## src/rtl/ram1_ctrl_pkg.sv

```systemverilog
// Shared definitions for the ram1 data-memory controller: state encodings,
// bus widths and enable levels used by the controller and its byte-merge helper.
package ram1_ctrl_pkg;

    localparam int DataBus     = 32;
    localparam int DataAddrBus = 32;

    localparam logic RamChipEnable  = 1'b1;
    localparam logic RamChipDisable = 1'b0;
    localparam logic ReadEnable     = 1'b1;
    localparam logic ReadDisable    = 1'b0;
    localparam logic WriteEnable    = 1'b1;
    localparam logic WriteDisable   = 1'b0;

    localparam logic [DataBus-1:0] ZeroWord = 32'h0000_0000;
    localparam logic [3:0]         SelAll   = 4'b1111;
    localparam logic [3:0]         SelNone  = 4'b0000;

    typedef enum logic [2:0] {
        RamCtrlIdle   = 3'd0,
        RamCtrlRd     = 3'd1,
        RamCtrlMerge  = 3'd2,
        RamCtrlWr     = 3'd3,
        RamCtrlWrHold = 3'd4,
        RamCtrlDone   = 3'd5
    } ram_ctrl_state_e;

    // A store that touches some but not all lanes needs the old word first.
    function automatic logic is_partial(input logic [3:0] sel);
        is_partial = (sel != SelAll) && (sel != SelNone);
    endfunction

endpackage

```

## src/rtl/ram1_ctrl_byte_merge.sv

```systemverilog
// Four-lane byte merge: each lane takes the new byte when its select is set,
// otherwise keeps the old byte. Purely combinational.
module ram1_ctrl_byte_merge
    import ram1_ctrl_pkg::*;
(
    input  logic [3:0]         sel_i,
    input  logic [DataBus-1:0] new_i,
    input  logic [DataBus-1:0] old_i,
    output logic [DataBus-1:0] merged_o
);

    // Lane-by-lane select; sel_i[n] owns bits [8n+7:8n].
    always_comb begin
        merged_o = ZeroWord;
        for (int i = 0; i < 4; i++) begin
            if (sel_i[i]) begin
                merged_o[8*i +: 8] = new_i[8*i +: 8];
            end else begin
                merged_o[8*i +: 8] = old_i[8*i +: 8];
            end
        end
    end

endmodule

```

## src/rtl/ram1_ctrl.sv

```systemverilog
// Memory-side controller for the ram1 data port: turns one byte-addressed CPU
// request into a word-addressed RAM sequence, using read-modify-write for partial stores.
module ram1_ctrl
    import ram1_ctrl_pkg::*;
#(
    parameter int RAM_AW  = 12,
    parameter int RD_WAIT = 1
) (
    input  logic                   clk,
    input  logic                   rst,
    input  logic                   cpu_ce,
    input  logic                   cpu_we,
    input  logic [3:0]             cpu_sel,
    input  logic [DataAddrBus-1:0] cpu_addr,
    input  logic [DataBus-1:0]     cpu_data_i,
    output logic [DataBus-1:0]     cpu_data_o,
    output logic                   stallreq,
    output logic                   mem_ce,
    output logic                   mem_re,
    output logic                   mem_we,
    output logic [DataAddrBus-1:0] mem_addr,
    output logic [DataBus-1:0]     mem_data_o,
    input  logic [DataBus-1:0]     mem_data_i
);

    localparam int CntW = (RD_WAIT > 1) ? $clog2(RD_WAIT) : 1;
    localparam logic [CntW-1:0] CntLast = CntW'(RD_WAIT - 1);

    ram_ctrl_state_e        state_q;
    logic [DataAddrBus-1:0] addr_q;
    logic                   we_q;
    logic [3:0]             sel_q;
    logic [DataBus-1:0]     data_q;
    logic [DataBus-1:0]     rdata_q;
    logic [CntW-1:0]        cnt_q;
    logic                   mem_ce_q;
    logic                   mem_re_q;
    logic                   mem_we_q;
    logic [DataAddrBus-1:0] mem_addr_q;
    logic [DataBus-1:0]     mem_data_q;
    logic [DataBus-1:0]     cpu_data_q;

    logic [DataAddrBus-1:0] req_idx_s;
    logic [DataBus-1:0]     merged_s;
    logic                   unused_addr_s;

    // Word index the RAM decodes; bits above RAM_AW are forced to zero.
    function automatic logic [DataAddrBus-1:0] word_idx(input logic [DataAddrBus-1:0] a);
        word_idx = ZeroWord;
        word_idx[RAM_AW-1:0] = a[RAM_AW+1:2];
    endfunction

    assign req_idx_s     = word_idx(cpu_addr);
    assign unused_addr_s = ^{cpu_addr[DataAddrBus-1:RAM_AW+2], cpu_addr[1:0]};

    ram1_ctrl_byte_merge u_merge (
        .sel_i    (sel_q),
        .new_i    (data_q),
        .old_i    (rdata_q),
        .merged_o (merged_s)
    );

    // Combinational so the pipeline already stalls in the cycle the request appears.
    assign stallreq = ((state_q == RamCtrlIdle) && cpu_ce) ||
                      ((state_q != RamCtrlIdle) && (state_q != RamCtrlDone));

    assign mem_ce     = mem_ce_q;
    assign mem_re     = mem_re_q;
    assign mem_we     = mem_we_q;
    assign mem_addr   = mem_addr_q;
    assign mem_data_o = mem_data_q;
    assign cpu_data_o = cpu_data_q;

    // Transaction sequencer; RAM-facing outputs are set on entry to each state.
    always_ff @(posedge clk or negedge rst) begin
        if (!rst) begin
            state_q    <= RamCtrlIdle;
            addr_q     <= ZeroWord;
            we_q       <= 1'b0;
            sel_q      <= SelNone;
            data_q     <= ZeroWord;
            rdata_q    <= ZeroWord;
            cnt_q      <= {CntW{1'b0}};
            mem_ce_q   <= RamChipDisable;
            mem_re_q   <= ReadDisable;
            mem_we_q   <= WriteDisable;
            mem_addr_q <= ZeroWord;
            mem_data_q <= ZeroWord;
            cpu_data_q <= ZeroWord;
        end else begin
            case (state_q)
                RamCtrlIdle: begin
                    if (cpu_ce) begin
                        addr_q <= req_idx_s;
                        we_q   <= cpu_we;
                        sel_q  <= cpu_sel;
                        data_q <= cpu_data_i;
                        cnt_q  <= {CntW{1'b0}};
                        if (!cpu_we || is_partial(cpu_sel)) begin
                            state_q    <= RamCtrlRd;
                            mem_ce_q   <= RamChipEnable;
                            mem_re_q   <= ReadEnable;
                            mem_addr_q <= req_idx_s;
                        end else if (cpu_sel == SelAll) begin
                            state_q    <= RamCtrlWr;
                            mem_ce_q   <= RamChipEnable;
                            mem_we_q   <= WriteEnable;
                            mem_addr_q <= req_idx_s;
                            mem_data_q <= cpu_data_i;
                        end else begin
                            state_q <= RamCtrlDone;
                        end
                    end else begin
                        state_q <= RamCtrlIdle;
                    end
                end
                RamCtrlRd: begin
                    if (cnt_q == CntLast) begin
                        rdata_q  <= mem_data_i;
                        mem_re_q <= ReadDisable;
                        if (we_q) begin
                            state_q <= RamCtrlMerge;
                        end else begin
                            state_q    <= RamCtrlDone;
                            cpu_data_q <= mem_data_i;
                            mem_ce_q   <= RamChipDisable;
                            mem_addr_q <= ZeroWord;
                        end
                    end else begin
                        cnt_q <= cnt_q + CntW'(1'b1);
                    end
                end
                RamCtrlMerge: begin
                    state_q    <= RamCtrlWr;
                    mem_we_q   <= WriteEnable;
                    mem_addr_q <= addr_q;
                    mem_data_q <= merged_s;
                end
                RamCtrlWr: begin
                    state_q  <= RamCtrlWrHold;
                    mem_we_q <= WriteDisable;
                end
                RamCtrlWrHold: begin
                    state_q    <= RamCtrlDone;
                    mem_ce_q   <= RamChipDisable;
                    mem_addr_q <= ZeroWord;
                    mem_data_q <= ZeroWord;
                end
                RamCtrlDone: begin
                    state_q <= RamCtrlIdle;
                end
                default: begin
                    state_q    <= RamCtrlIdle;
                    mem_ce_q   <= RamChipDisable;
                    mem_re_q   <= ReadDisable;
                    mem_we_q   <= WriteDisable;
                    mem_addr_q <= ZeroWord;
                    mem_data_q <= ZeroWord;
                end
            endcase
        end
    end

endmodule

```

## config.mk

```make
export PLATFORM = sky130hd
export DESIGN_NAME = ram1_ctrl
export DESIGN_NICKNAME = d
export VERILOG_FILES = /design/src/rtl/ram1_ctrl_pkg.sv /design/src/rtl/ram1_ctrl_byte_merge.sv /design/src/rtl/ram1_ctrl.sv
export SDC_FILE = /design/constraint.sdc
export NUM_CORES = 1
export LEC_CHECK = 0
export ABC_CLOCK_PERIOD_IN_PS = 4580
export CORE_MARGIN = 2
export CORE_UTILIZATION = 39
export CTS_CLUSTER_SIZE = 10
export DETAILED_ROUTE_END_ITERATION = 10
export PLACE_DENSITY = 0.67
export SKIP_CTS_REPAIR_TIMING = 1
export SYNTH_ARGS = -nofsm -noshare
export SYNTH_HDL_FRONTEND = slang
export SYNTH_SLANG_ARGS = --single-unit
```

## constraint.sdc

```tcl
create_clock -name clk -period 4.58 [get_ports clk]
set_clock_uncertainty 0.05 [all_clocks]
set_input_delay 0.916 -clock clk [delete_from_list [all_inputs] [get_ports clk]]
set_output_delay 0.916 -clock clk [all_outputs]
set_load 0.005 [all_outputs]
```

[Word level (Yosys, flattened, before mapping)]
Cells that the tools add are included.
Operators by class
  mux-type cells: 36
  equality and inequality tests: 15
  reductions and logical operators: 24
  add/sub/neg operators: 1
  bitwise operators: 7
Operators with widths (number)
  32-bit two-way mux: 8
  32-bit one-hot mux with 4 select lines: 1
  32-bit one-hot mux with 3 select lines: 1
  8-bit two-way mux: 4
  3-bit two-way mux: 5
  3-bit one-hot mux with 5 select lines: 1
  1-bit two-way mux: 12
  4-bit AND reduction: 3
  5-bit AND reduction: 2
  1-bit one-hot mux with 3 select lines: 3
  3-bit OR reduction: 3
  2-bit inequality test, second input constant: 4
  1-bit NOT: 7
  3-bit by 2-bit equality test with 1-bit output, second input constant: 2
  3-bit equality test, second input constant: 2
  2-bit AND reduction: 3
  4-bit equality test, second input constant: 1
  2-bit by 1-bit inequality test with 1-bit output, second input constant: 2
  4-bit inequality test, second input constant: 1
  4-bit nonzero test: 1
  4-bit OR reduction: 1
  3-bit by 1-bit equality test with 1-bit output, second input constant: 1
  1-bit logical AND: 3
  3-bit zero test: 1
  10 further kinds: 11
Storage, ports and cells
  word-level logic and storage cells: 96
  flip-flop bits (word level): 184
  output and inout port bits: 100

[Longest topological paths before layout]
Gate-level depths: netlist of the first run.
  depth after elaboration: 6
  gate-level depth with buffers: 7
  mapped depth without buffers: 4

[Modules after synthesis]
A second synthesis of the first run with hierarchy kept.
Second synthesis, totals
  cells, all modules: 546
  area total of the unflattened synthesis: 7576.0 um^2
Modules (own cells, without submodules)
  ram1_ctrl: sequential area each 4078.9 um^2, instances 1, area an instance 7050.5 um^2, cells an instance 510
  ram1_ctrl_byte_merge: sequential area each 0.0 um^2, instances 1, area an instance 525.5 um^2, cells an instance 36

[Least setup slack after synthesis of the first run]
No wires, ideal clock.
  path type: input-to-reg
  start: input port cpu_sel[0]
  end: register mem_addr_q[10] (netlist: mem_addr[10])
  arrival: 2.242 ns
  buffers on the path: 1
  setup slack: 2.163 ns
  stages: 5
  setup time: 0.125 ns
  cells stage by stage: nor4_2 nand2_2 a311oi_4 buf_6 mux2_4
Between the ends
  word-level cells in the longest chain between the ends: 6
RTL lines
  from (decl): line ram1_ctrl.sv:13  | input logic [3:0] cpu_sel,
  4-bit inequality test or 4-bit nonzero test (tied branches): line ram1_ctrl_pkg.sv:30  | is_partial = (sel != SelAll) && (sel != SelNone);
  1-bit logical AND: line ram1_ctrl_pkg.sv:30
  1-bit logical OR: line ram1_ctrl.sv:99  | if (!cpu_we || is_partial(cpu_sel)) begin
  32-bit two-way mux: line ram1_ctrl.sv:99
  32-bit two-way mux: line ram1_ctrl.sv:93  | if (cpu_ce) begin
  32-bit one-hot mux with 4 select lines: line ram1_ctrl.sv:91  | case (state_q)
  to (signal assigned): line ram1_ctrl.sv:87  | mem_addr_q <= ZeroWord;
  to (signal assigned): line ram1_ctrl.sv:103  | mem_addr_q <= req_idx_s;
  to (signal assigned): line ram1_ctrl.sv:108  | mem_addr_q <= req_idx_s;
  to (decl): line ram1_ctrl.sv:39  | logic [DataAddrBus-1:0] mem_addr_q;
Several ways; a longest one is shown, not always the timed one. The select of a mux whose other input is x is not followed.
A chain may end at the register's enable or synchronous reset.

[Worst setup path after layout of the first run]
  start: input port cpu_ce
  end: output port stallreq
Between the ends
  word-level cells in the longest chain between the ends: 2
RTL lines
  from (decl): line ram1_ctrl.sv:11  | input logic cpu_ce,
  1-bit logical AND: line ram1_ctrl.sv:64  | assign stallreq = ((state_q == RamCtrlIdle) && cpu_ce) ||
  1-bit logical OR: line ram1_ctrl.sv:64
  to (decl): line ram1_ctrl.sv:17  | output logic stallreq,
Every way passes these cells.

==> results_dict.tcl, run 1 <==
set metrics [dict create \
    synthCells 540 \
    comb_power_share 0.400 \
    htree_levels 4 \
    ys_seq_elements 163 \
    power_leakage_nw 4.18 \
    grt_pass1_wl_um 27300 \
    whs_ns 0.440 \
    yosys_warnings 0 \
    port_buffers 163 \
    final_hold_viol_count 0 \
    nets 795 \
    p_sw_mw 2.07 \
    max_freq_mhz 300 \
    fin_cells 938 \
    dieArea_um2 20300 \
    relSlewSlack 0.276 \
    drt_iter0_drc 121 \
    ir_drop_mv 0.333 \
    antenna_found_initial 1 \
    max_stage_delay_ns 0.69 \
    grt_setup_unrepaired "false" \
    outcome "completed" \
    cts_tree "done" \
    yosys.area_share.simple 0.0371 \
    drc 0 \
    crit_buf_inv 2 \
    root_buffer "clkbuf_16" \
    worstPathRequired_ns 3.61 \
    synth_top_family_by_area "multiplexers" \
    clkPwrFrac 0.208 \
    syn_area_um2 7480 \
    setup_violations 0 \
    r2r_slack_ns 1.58 \
    area_growth_pct 30.7 \
    synth_seq_area_share 0.545 \
    start_util 0.399 \
    fin_crit_sh 0.727 \
    pwr-share-seq 0.392 \
    internal_power_mw 4.57 \
    first_pass_iters 4 \
    crit_fanout 9 \
    fin_crit_ns 3.33 \
    die_w_um 142 \
    worst_pin_slew_ns 1.08 \
    p_sw_frac 0.312 \
    synth-compound-area-share 0.0504 \
    worstSkewPairLatency_ns 0.42 \
    track_usage 0.175 \
    nFillCells 1612 \
    cts.path.max_buffers 2 \
    path_cells "clkdlybuf4s50_1, o21ai_0, nand2_1, clkdlybuf4s50_1" \
    drt-vias-per-instance 5.08 \
    diodes 0 \
    synthMuxAreaShare 0.317 \
    globalRouteOverflowTotal 0 \
    grt_max_degree 109 \
    worst_setup_path_end_kind "output port" \
    synth.distinct_cells 35 \
    syn_area_per_cell_um2 13.9 \
    cp_data_arrival_time_ns 2.36 \
    gp_congestion 0.763 \
    drv_cap 0 \
    power_density_nw_per_um2 679 \
    synthXorXnorAreaFrac 0 \
    wl_per_cell_um 18.1 \
    drt_wl_total_um 17000 \
    place_hpwl_um 11200 \
    crit_family "buffers and inverters" \
    dp.cells 906 \
    io_pins 204 \
    grt_pass1_vias 5114 \
    layout-drive-gt1-share 0.291 \
    worstHoldPathType "flip-flop to flip-flop" \
    rows 50 \
    die_h_um 142 \
    core_area_um2 18800 \
    drtAntennaViolNets 0 \
    cp-start-kind "input port" \
    num_vias 4767 \
    worstSetupPathType "input port to output port" \
    setup_tns_ns 0 \
    final_util 0.521 \
    synthAdderAreaFrac 0.00151 \
    cts_buffers 17 \
    clk_pin_slew_ns 0.06 \
    final_max_slew_viol_count 0 \
    clock-sinks 163 \
    crit_top_cell "clkdlybuf4s50_1" \
    cp_slowest_cell "clkdlybuf4s50_1" \
]
[cell usage after synthesis, drive strengths merged]
master | count | area, um2
a211oi | 33 | 248
a21o | 1 | 7.51
a21oi | 3 | 15.0
a311oi | 1 | 26.3
a31oi | 2 | 12.5
a41o | 1 | 11.3
and4 | 1 | 10.0
buf | 47 | 300
clkbuf | 10 | 47.5
conb | 1 | 3.75
dfrtp | 163 | 4080
inv | 4 | 15.0
maj3 | 1 | 11.3
mux2 | 157 | 1920
mux2i | 45 | 450
nand2 | 6 | 25.0
nand2b | 1 | 6.26
nand3 | 1 | 5.00
nor2 | 49 | 184
nor3 | 1 | 16.3
nor3b | 1 | 12.5
nor4 | 1 | 12.5
o21ai | 5 | 25.0
o21ba | 1 | 10.0
o22ai | 1 | 6.26
o31ai | 2 | 15.0
or2 | 1 | 6.26
[layout by cell type (no fill, tap or decap), drive strengths merged]
master,synthesis,routed
or2,1,1
a41o,1,1
mux2i,45,45
nand2b,1,1
o21ai,5,5
buf,47,8
o21ba,1,1
a21o,1,1
nor4,1,1
dfrtp,163,163
o22ai,1,1
nand2,6,6
nor2,49,49
nor3b,1,1
clkinv,0,5
a21oi,3,3
bufinv,0,2
nand3,1,1
mux2,157,157
clkinvlp,0,5
a211oi,33,33
a311oi,1,1
o31ai,2,2
clkdlybuf4s50,0,162
nor3,1,1
maj3,1,1
clkbuf,10,19
a31oi,2,2
inv,4,5
conb,1,20
and4,1,1
[logic make-up after synthesis]
group	count (synthesis)
compound gates	50
fa+ha+maj	1
buf+inv	61
flops	163
mux	202
other cells	1
simple gates	62
[power by group through the flow]
| stage | clock network, mW | registers [mW] | logic (mW) |
|---|---|---|---|
| after floorplan | 0 | 2.41 | 1.89 |
| after global placement | 0 | 2.58 | 2.61 |
| after CTS | 1.43 | 2.61 | 2.71 |
| final | 1.38 | 2.60 | 2.65 |
| after detailed placement | 0 | 2.63 | 2.70 |
| after global routing | 1.48 | 2.70 | 2.88 |
[flip-flops by register name, summed over array words and instances, names as in the netlist, 3 cells and up]
name,count
mem_data_o,32
cpu_data_o,32
addr_q,12
rdata_q,32
mem_addr,12
sel_q,4
state_q,3
data_q,32
[worst paths after layout]
| path | start | cells past startpoint | to |
|---|---|---|---|
| worst min-delay path | data_q[10] | 1 | data_q[10] |
| worst min register to register | data_q[10] | 1 | data_q[10] |
| max in group asynchronous | rst | 2 | addr_q[9] |
| worst max-delay path | cpu_ce | 4 | stallreq |
| worst max register to register | state_q[1] | 4 | mem_addr[0] |
| min in group asynchronous | rst | 1 | cpu_data_o[19] |
[per-layer routing]
layer | up-vias | track usage | share of wire
met3 | 21 | 0.0619 | 0.069
met1 | 2410 | 0.218 | 0.43
li1 | 2192 | - | -
met2 | 142 | 0.287 | 0.49
met4 | 2 | 0.0511 | 0.011
met5 | - | 0 | 0.00076
[final cells by class]
cell class / count / area, um2 / share of cell area
well taps: 234 / 293 / 0.0299
repair buffers: 170 / 1700 / 0.174
inverters: 4 / 15.0 / 0.00154
flip-flops and latches: 163 / 4080 / 0.417
clock buffers: 19 / 433 / 0.0443
clock inverters: 13 / 135 / 0.0138
multi-input cells: 335 / 3120 / 0.319
[stage by stage]
stage / worst slack [ns] / power (mW) / instance area (um2)
floorplan: 2.16 / 4.29 / 7550
global placement: 1.13 / 5.20 / 9210
detailed placement: 1.06 / 5.33 / 9210
CTS: 1.23 / 6.75 / 9780
global route: 1.13 / 7.06 / 9780
finish: 1.25 / 6.64 / 9780
Power figures use the tool's default switching activity.
==> run 2: changes to the inputs <==
Settings changed: ABC_CLOCK_PERIOD_IN_PS 4580 to 3170.
Clock period 4.58 ns to 3.17 ns, I/O delays scaled along.
==> results_dict.tcl, run 2 (synthesis gave the netlist of run 1 again) <==
set metrics [dict create \
    p_sw_mw 2.99 \
    place_hpwl_um 11700 \
    setup_tns_ns 0 \
    cts.path.max_buffers 2 \
    r2r_slack_ns 0.90 \
    drc 0 \
    grt_max_degree 82 \
    crit_family "flip-flops" \
    max_stage_delay_ns 0.54 \
    core_area_um2 18800 \
    die_h_um 142 \
    power_leakage_nw 4.22 \
    postLayoutCellArea_um2 9850 \
    htree_levels 4 \
    grt_pass1_vias 5244 \
    track_usage 0.179 \
    grt_setup_unrepaired "false" \
    max_freq_mhz 367 \
    clk_pin_slew_ns 0.06 \
    nFillCells 1602 \
    num_vias 4866 \
    grt_pass1_wl_um 28000 \
    drtAntennaViolNets 0 \
    dpl_cell_area_um2 9300 \
    comb_power_share 0.414 \
    internal_power_mw 6.63 \
    pwr-share-seq 0.386 \
    multi_input_area_um2 3120 \
    drv_cap 0 \
    post-route-worst-setup-slack_ns 0.448 \
    root_buffer "clkbuf_16" \
    power_density_nw_per_um2 977 \
    worst_pin_slew_ns 0.792 \
    layout_common_cells "dfrtp_1, clkdlybuf4s50_1, mux2_2" \
    cp_slowest_cell "dfrtp_1" \
    worstPathRequired_ns 2.49 \
    gp_congestion 0.782 \
    io_pins 204 \
    layout-drive-gt1-share 0.294 \
    port_buffers 163 \
    worst_setup_path_end_kind "output port" \
    cp_data_arrival_time_ns 2.04 \
    die_w_um 142 \
    rows 50 \
    nets 803 \
    setup_violations 0 \
    final_max_slew_viol_count 0 \
    drt-vias-per-instance 5.14 \
    worstHoldPathType "input port to asynchronous set/reset pin" \
    crit_fanout 12 \
    worstSetupPathType "flip-flop to output port" \
    clkPwrFrac 0.201 \
    dieArea_um2 20300 \
    p_sw_frac 0.311 \
    whs_ns 0.201 \
    path_cells "or2_2, o21ai_0, nand2_1, clkdlybuf4s50_1" \
    first_pass_iters 4 \
    ir_drop_mv 0.475 \
    fin_crit_sh 0.859 \
    drt_wl_total_um 17200 \
    final_util 0.525 \
    area_growth_pct 31.6 \
    cts_tree "done" \
    relSlewSlack 0.472 \
    final_hold_viol_count 0 \
    preCtsSetupSlack_ns 0.298 \
    outcome "completed" \
    worstSkewPairLatency_ns 0.41 \
    diodes 0 \
    globalRouteOverflowTotal 0 \
    start_util 0.399 \
    drt_iter0_drc 218 \
    cts_buffers 17 \
    wl_per_cell_um 18.1 \
    crit_buf_inv 1 \
    clock-sinks 163 \
    regArea_um2 4080 \
    antenna_found_initial 1 \
    cp-start-kind "flip-flop" \
    fin_crit_ns 2.72 \
]
[run 2: changes by cell type in the layout (fill, tap and decap cells not counted)]
cell        previous run  this run
buf_4                  6        12
clkbuf_1               2         6
clkinv_2               4         1
buf_12                 1         3
clkbuf_8               0         2
clkinvlp_4             5         3
bufinv_16              2         1
[run 2: worst paths after layout]
kind                       startpoint        endpoint  cells past startpoint
min in group clk            addr_q[8]       addr_q[8]                      1
min                               rst  cpu_data_o[20]                      1
min reg2reg                 addr_q[8]       addr_q[8]                      1
max reg2reg                state_q[1]     mem_addr[5]                      5
max                        state_q[2]        stallreq                      4
max in group asynchronous         rst      state_q[1]                      2
[run 2: metrics by stage]
| step | total power [mW] | cells |
|---|---|---|
| 3_5_place_dp | 7.78 | 914 |
| 5_1_grt | 10.2 | 946 |
| 4_1_cts | 9.76 | 946 |
| 3_3_place_gp | 7.60 | 914 |
| 2_1_floorplan | 6.20 | 559 |
| 6_report | 9.62 | 946 |
[run 2: final cells by class]
cell class              instances  area share
clock buffers                  25      0.0483
clock inverters                 7     0.00762
inverters                       4     0.00152
multi-input cells             335       0.317
flip-flops and latches        163       0.415
well taps                     234      0.0297
repair buffers                178       0.181
[run 2: power groups by stage]
stage / combinational, mW / clock, mW / sequential, mW
after floorplan: 2.72 / 0 / 3.48
after global placement: 3.90 / 0 / 3.70
after detailed placement: 4.02 / 0 / 3.75
after CTS: 4.04 / 1.99 / 3.72
after global routing: 4.30 / 2.10 / 3.84
final: 3.98 / 1.93 / 3.71
[run 2: per-layer routing]
layer | wire (um) | GRT usage | up-vias | part of all wire
met5 | 0 | 0 | - | 0
met2 | 8240 | 0.299 | 131 | 0.48
met1 | 7630 | 0.224 | 2515 | 0.44
met3 | 1160 | 0.0633 | 9 | 0.068
met4 | 117 | 0.0375 | 0 | 0.0068
li1 | - | - | 2211 | -
[run 2: worst register-to-register path, stage by stage (launching register included)]
cell and delay (ns):
dfrtp_4 0.73, nand2b_1 0.37, nor3_4 0.10, a311oi_4 0.30, buf_4 0.29, mux2_4 0.32
==> run 3: changes to the inputs <==
Settings changed: GPL_TIMING_DRIVEN set to 0, HOLD_SLACK_MARGIN set to 0.15.
==> results_dict.tcl, run 3 (synthesis gave the netlist of run 1 again) <==
set metrics [dict create \
    p_sw_mw 3.10 \
    dp.cells 956 \
    io_pins 204 \
    internal_power_mw 6.99 \
    setup_tns_ns 0 \
    r2r_slack_ns 1.02 \
    worstSkewPairLatency_ns 0.42 \
    cp_slowest_cell "clkdlybuf4s50_1" \
    die_w_um 142 \
    cts_buffers 17 \
    nets 845 \
    power_leakage_nw 4.44 \
    clkPwrFrac 0.227 \
    drt-vias-per-instance 5.02 \
    worstHoldPathType "flip-flop to flip-flop" \
    cts.path.max_buffers 2 \
    num_vias 4954 \
    timing.rr.end "mem_data_o[30]" \
    drtAntennaViolNets 0 \
    crit_start "state_q[0]" \
    setup_violations 0 \
    worstPathRequired_ns 2.49 \
    worst_setup_path_end_kind "output port" \
    first_pass_iters 4 \
    port_buffers 162 \
    drt_wl_total_um 18300 \
    worst_pin_slew_ns 0.703 \
    pwr-share-seq 0.351 \
    grt_setup_unrepaired "false" \
    start_util 0.399 \
    grt_pass1_wl_um 29300 \
    worstReg2RegStart "state_q[1]" \
    wl_per_cell_um 18.5 \
    area_growth_pct 35.9 \
    ff2ff_path_depth 6 \
    layout_commonest_cell "dfrtp_1" \
    outcome "completed" \
    gp_congestion 0.872 \
    clock-sinks 163 \
    root_buffer "clkbuf_16" \
    antenna_found_initial 0 \
    comb_power_share 0.422 \
    worstSetupPathType "flip-flop to output port" \
    core_area_um2 18800 \
    drc 0 \
    rows 50 \
    crit_path_end "stallreq" \
    drv_cap 0 \
    layout_common_cells "dfrtp_1, clkdlybuf4s50_1, mux2_2" \
    dieArea_um2 20300 \
    globalRouteOverflowTotal 0 \
    power_mw 10.1 \
    die_h_um 142 \
    final_max_slew_viol_count 0 \
    drt_iter0_drc 170 \
    place_hpwl_um 13300 \
    fin_crit_ns 3.01 \
    htree_levels 4 \
    ir_drop_mv 0.487 \
    max_stage_delay_ns 0.45 \
    diodes 0 \
    clk_pin_slew_ns 0.06 \
    layout-drive-gt1-share 0.316 \
    relSlewSlack 0.531 \
    grt_pass1_vias 5363 \
    crit_fanout 10 \
    track_usage 0.188 \
    p_sw_frac 0.307 \
    cp_data_arrival_time_ns 2.33 \
    fin_cells 987 \
    final_hold_viol_count 0 \
    max_freq_mhz 332 \
    path_cells "or2_1, clkbuf_1, buf_4, clkbuf_4, o21ai_0, nand2_1, clkdlybuf4s50_1" \
    cts_tree "done" \
    power_density_nw_per_um2 993 \
    cp-start-kind "flip-flop" \
    nFillCells 1602 \
    grt_max_degree 88 \
    fin_crit_sh 0.951 \
]
[run 3: critical path, delay by kind of cell, from the launching register on]
family	cells	cell delay, ns
AOI/OAI and AO/OA	1	0.16
buffers and inverters	4	0.99
and+or+nand+nor	2	0.31
DFF	1	0.44
[run 3: routing by layer]
metal	GRT usage	vias to the layer above	wire, um	part of all wire
met5	0	-	0	0
met1	0.243	2488	8110	0.44
met2	0.308	160	8720	0.48
li1	-	2285	-	-
met4	0.0532	0	251	0.014
met3	0.0555	21	1180	0.065
[run 3: worst min path at each step]
stage	from	endpoint	slack, ns	cells past startpoint
global route	addr_q[8]	addr_q[8]	0.45	1
floorplan	rst	addr_q[0]	0.29	0
CTS	rst	cpu_data_o[19]	0.14	1
detailed placement	addr_q[8]	addr_q[8]	0.43	1
finish	addr_q[8]	addr_q[8]	0.44	1
global placement	data_q[10]	data_q[10]	0.42	1
[run 3: area by class of cell]
class / instances / area [um2] / share of cell area
plain buffers: 56 / 349 / 0.0343
clock buffers: 19 / 453 / 0.0446
clock inverters: 12 / 201 / 0.0198
inverters: 4 / 15.0 / 0.00148
multi-input cells: 335 / 3110 / 0.306
flip-flops and latches: 163 / 4080 / 0.401
well taps: 234 / 293 / 0.0288
repair buffers: 164 / 1660 / 0.164
[run 3: power groups by stage]
| stage | sequential, mW | clock (mW) | combinational (mW) |
|---|---|---|---|
| final | 3.54 | 2.29 | 4.26 |
| after global routing | 3.67 | 2.44 | 4.61 |
| after CTS | 3.55 | 2.34 | 4.33 |
| after detailed placement | 3.58 | 0 | 4.31 |
| after global placement | 3.52 | 0 | 4.17 |
| after floorplan | 3.48 | 0 | 2.72 |
[run 3: metrics by stage]
step | instance area (um2) | hold WS (ns) | worst slack (ns) | util
finish | 10200 | 0.437 | 0.155 | 0.542
global route | 10200 | 0.446 | 0.0278 | 0.542
CTS | 10200 | 0.139 | -0.0626 | 0.541
detailed placement | 9500 | 0.428 | 0.298 | 0.506
global placement | 9470 | 0.418 | -5.10 | 0.504
floorplan | 7550 | 0.288 | 1.03 | -
